[src/rtl/riscv_wb_arbiter.sv]
// Three-source round-robin writeback arbiter and pending-write scoreboard. Write port is registered, so commits land one cycle after the grant.
// Backpressure: req_ready is a combinational one-hot grant, and a source holds its request until it is granted.
module riscv_wb_arbiter #(
  parameter int DATA_W = 32
) (
  input  logic                clk,
  input  logic                rst,
  input  logic [2:0]          req_valid,
  input  logic [14:0]         req_rd,
  input  logic [3*DATA_W-1:0] req_data,
  output logic [2:0]          req_ready,
  output logic                we3,
  output logic [4:0]          wa3,
  output logic [DATA_W-1:0]   wd3,
  input  logic                iss_valid,
  input  logic [4:0]          iss_rd,
  input  logic [4:0]          ra1,
  input  logic [4:0]          ra2,
  output logic                busy1,
  output logic                busy2,
  output logic                stall,
  output logic                err
);

  generate
    if (DATA_W != 32) begin : g_bad_width
      $error("riscv_wb_arbiter supports DATA_W = 32 only");
    end
  endgenerate

  logic [1:0]        ptr;
  logic [1:0]        gnt_idx;
  logic              xfer;
  logic [4:0]        sel_rd;
  logic [DATA_W-1:0] sel_data;
  logic [31:0]       busy;
  logic [31:0]       busy_nxt;
  logic [1:0]        order [3];

  // Search order starts one past the last granted source.
  always_comb begin
    order[0] = 2'd0;
    order[1] = 2'd1;
    order[2] = 2'd2;
    case (ptr)
      2'd0: begin
        order[0] = 2'd1;
        order[1] = 2'd2;
        order[2] = 2'd0;
      end
      2'd1: begin
        order[0] = 2'd2;
        order[1] = 2'd0;
        order[2] = 2'd1;
      end
      default: ;
    endcase
  end

  always_comb begin
    req_ready = 3'b000;
    gnt_idx   = ptr;
    xfer      = 1'b0;
    if (!rst) begin
      for (int k = 0; k < 3; k++) begin
        if (!xfer && req_valid[order[k]]) begin
          xfer               = 1'b1;
          gnt_idx            = order[k];
          req_ready[order[k]] = 1'b1;
        end
      end
    end
  end

  always_comb begin
    case (gnt_idx)
      2'd0: begin
        sel_rd   = req_rd[4:0];
        sel_data = req_data[DATA_W-1:0];
      end
      2'd1: begin
        sel_rd   = req_rd[9:5];
        sel_data = req_data[2*DATA_W-1:DATA_W];
      end
      default: begin
        sel_rd   = req_rd[14:10];
        sel_data = req_data[3*DATA_W-1:2*DATA_W];
      end
    endcase
  end

  // A new issue to the register being committed keeps it pending.
  always_comb begin
    busy_nxt = busy;
    if (we3) busy_nxt[wa3] = 1'b0;
    if (iss_valid && (iss_rd != 5'd0)) busy_nxt[iss_rd] = 1'b1;
    busy_nxt[0] = 1'b0;
  end

  always_ff @(posedge clk) begin
    if (rst) begin
      we3  <= 1'b0;
      wa3  <= 5'd0;
      wd3  <= '0;
      busy <= 32'd0;
      ptr  <= 2'd2;
      err  <= 1'b0;
    end else begin
      busy <= busy_nxt;
      if (we3 && !busy[wa3]) err <= 1'b1;
      we3 <= xfer && (sel_rd != 5'd0);
      if (xfer) ptr <= gnt_idx;
      if (xfer && (sel_rd != 5'd0)) begin
        wa3 <= sel_rd;
        wd3 <= sel_data;
      end
    end
  end

  assign busy1 = busy[ra1];
  assign busy2 = busy[ra2];
  assign stall = busy1 | busy2;

endmodule

[config.mk]
export PLATFORM = sky130hd
export DESIGN_NAME = riscv_wb_arbiter
export DESIGN_NICKNAME = d
export VERILOG_FILES = /design/src/rtl/riscv_wb_arbiter.sv
export SDC_FILE = /design/constraint.sdc
export NUM_CORES = 1
export LEC_CHECK = 0
export CELL_PAD_IN_SITES_DETAIL_PLACEMENT = 2
export CELL_PAD_IN_SITES_GLOBAL_PLACEMENT = 2
export CORE_MARGIN = 1
export CORE_UTILIZATION = 26
export CTS_BUF_LIST = sky130_fd_sc_hd__clkbuf_8
export DETAILED_ROUTE_END_ITERATION = 16
export GPL_ROUTABILITY_DRIVEN = 0
export HOLD_SLACK_MARGIN = 0.08
export PLACE_DENSITY = 0.89
export SKIP_LAST_GASP = 1
export SLEW_MARGIN = 25
export SYNTH_ARGS = -nofsm -noshare
export SYNTH_HDL_FRONTEND = slang
export SYNTH_SLANG_ARGS = --single-unit
export TNS_END_PERCENT = 10
[constraint.sdc]
create_clock -name clk -period 4.35 [get_ports clk]
set_clock_uncertainty 0.15 [all_clocks]
set_input_delay 0.87 -clock clk [delete_from_list [all_inputs] [get_ports clk]]
set_output_delay 0.87 -clock clk [all_outputs]
set_load 0.01 [all_outputs]
==> results_dict.tcl <==
set metrics [dict create \
    die_h_um 131 \
    whs_ns 0.351 \
    ys.warnings.count 0 \
    crit_arrival_ns 3.40 \
    status "finished, violations left" \
    r2r_start "ptr[1]" \
    root_buffer "clkbuf_8" \
    drt_iter0_drc 334 \
    cts_hold_buf 0 \
    diodes 0 \
    failed_checks "negative setup slack" \
    dp.final_hpwl_mm 14.8 \
    dr.pass1.iters 6 \
    setup_violations 1 \
    crit_start "ra1[0]" \
    synth_area_um2 4320 \
    initial_core_util_pct 26.9 \
    seq_area_um2 1440 \
    tightest_slew_ns 0.828 \
    setup_tns_ns -0.0654 \
    path_max_fanout 7 \
    num-fill-cells 1701 \
    use_met3_pct 4.48 \
    rsz0062_at_grt "true" \
    grt_max_degree 45 \
    drc 0 \
    multi_input_area_um2 2650 \
    wl_per_cell_um 22.7 \
    post-route-min-period_ns 4.42 \
    hold_start "wd3[1]" \
    fmax_mhz 226 \
    tritoncts "built" \
    drive_gt1_share_pct 16.6 \
    coreArea_um2 16100 \
    period_share_pct 102 \
    io_pins 177 \
    vdd_drop_max_uv 132 \
    max_cap_violations 0 \
    synth_largest_area_cell "dfxtp_1" \
    fin_ws_ns -0.0654 \
    antenna_left 0 \
    use_met1_pct 25.8 \
    finalNonFillerCells 835 \
    synth_cells 446 \
    synth-edff-count 0 \
    start_kind "input port" \
    grt_pass1_vias 5273 \
    area_delta_synth_final_pct 50.4 \
    ys_seq_elements 72 \
    avgSynthCellArea_um2 9.68 \
    seq_area_frac_synth_pct 33.4 \
    syn-num-nets 578 \
    maxSlewHeadroom_pct 44.6 \
    required_ns 3.33 \
    grt_pass1_wl_mm 29.3 \
    die_w_um 131 \
    finalHoldViolations 0 \
    dp_cells 819 \
    crit_path_end_kind "primary output" \
    ys.flop_type "dfxtp_1" \
    clk_latency_ns 0.37 \
    cts.clk_slew.worst_paths_ns 0.08 \
    leakagePower_nw 2.19 \
    slew_violations 0 \
    die-area_um2 17100 \
    routed_wl_mm 19.0 \
    hold_class "flip-flop to flip-flop" \
    grt_usage_pct 23.0 \
    synthArstFlopShare_pct 0 \
    power_density_nw_per_um2 300 \
    cts_setup_buffers 0 \
    vias_per_cell 5.55 \
    cts_buffer_depth 2 \
    grt-busiest-layer "met2" \
    grtUsageMet2_pct 42.0 \
    synth_top_area_share_pct 33.4 \
    crit_type "input port to primary output" \
    cts.sinks 72 \
    cts_buffers 9 \
    fin_nets 746 \
    overflow 0 \
    antenna_found_initial 0 \
    cts.htree.levels 3 \
    vias 4633 \
    synth.distinct_cells 42 \
    utilization_pct 40.5 \
    placementRows 46 \
    numPortBuffers 176 \
    yosys-top-cells-area "dfxtp_1 33%, mux4_2 14%, o22ai_2 8.7%" \
]
-- metrics by stage --
stage | power [mW] | setup slack (ns) | area [µm²]
after CTS | 1.96 | -0.0961 | 6490
after global placement | 1.32 | -0.211 | 6260
final | 1.95 | -0.0654 | 6500
after detailed placement | 1.36 | -0.308 | 6260
after floorplan | 1.05 | 0.443 | 4320
after global routing | 2.03 | -0.143 | 6500
-- routing by layer --
layer / vias up / routed length, µm
met2: 197 / 9810
met1: 2331 / 7500
met3: 36 / 1070
met4: 0 / 580
li1: 2069 / -
met5: - / 0
-- where the power goes --
part           switching, mW  total [mW]  internal (mW)
clock                  0.283       0.607          0.324
combinational          0.273       0.583          0.309
sequential            0.0536       0.760          0.706
-- Yosys cell counts (2+ instances only) --
| library cell | instances |
|---|---|
| clkbuf_1 | 24 |
| nor2b_1 | 5 |
| a221o_1 | 6 |
| nor4_1 | 4 |
| nand3_1 | 3 |
| o22ai_1 | 2 |
| buf_2 | 2 |
| o22ai_2 | 30 |
| mux4_2 | 26 |
| dfxtp_1 | 72 |
| nand2_1 | 53 |
| buf_12 | 3 |
| nand2b_1 | 32 |
| nor3b_1 | 5 |
| and2_0 | 4 |
| nor2_1 | 19 |
| inv_1 | 6 |
| or2_2 | 2 |
| buf_6 | 5 |
| a222oi_1 | 32 |
| mux2_2 | 5 |
| and3_1 | 2 |
| nor3_1 | 3 |
| nand3b_1 | 2 |
| o21ai_0 | 42 |
| and2_1 | 2 |
| a21oi_1 | 40 |
-- state kept, by name, summed over array words and instances, names as in the netlist --
name,flops
ptr,2
wd3,32
we3,1
err,1
wa3,5
busy,31
-- layout by cell type, fill, tap and decap left out, types with 9 or more instances in the layout --
cell,count
nor2_1,19
nand2_1,53
clkdlybuf4s50_1,172
o21ai_0,42
mux4_2,26
a222oi_1,32
buf_4,15
nand2b_1,32
clkbuf_8,9
a21oi_1,40
o22ai_2,30
dfxtp_1,72
-- what timing repair did --
item,in CTS,in global routing
gates cloned,0,0
setup endpoints to repair,3,2
resized for setup,4,1
-- critical path, stage by stage --
cell             delay (ns)
clkdlybuf4s50_1        0.47
buf_6                  0.16
mux4_2                 0.53
mux4_2                 0.49
mux2_2                 0.29
or2_2                  0.30
dlygate4sd2_1          0.28
-- cell type report --
class	count	share of cell area (%)
clock buffer	9	1.91
timing repair buffer	193	29.1
tap	216	4.16
sequential	72	22.2
multi-input combinational	332	40.8
inverter	6	0.347
clock inverter	7	1.46
-- final timing paths --
check	cells past startpoint	end	slack, ns
max	7	stall	-0.07
min	2	wd3[1]	0.35
max reg2reg	7	wd3[0]	1.25
min reg2reg	2	wd3[1]	0.35
-- kinds of logic (layout without fill, tap and decap cells) --
group,count (synthesis),after routing,synth area share (%)
compound gates,159,159,29.0
simple gates,142,142,17.0
flops,72,72,33.4
buf+inv,42,215,5.79
mux,31,31,14.9
No activity file was read; power rests on OpenSTA's default activity.
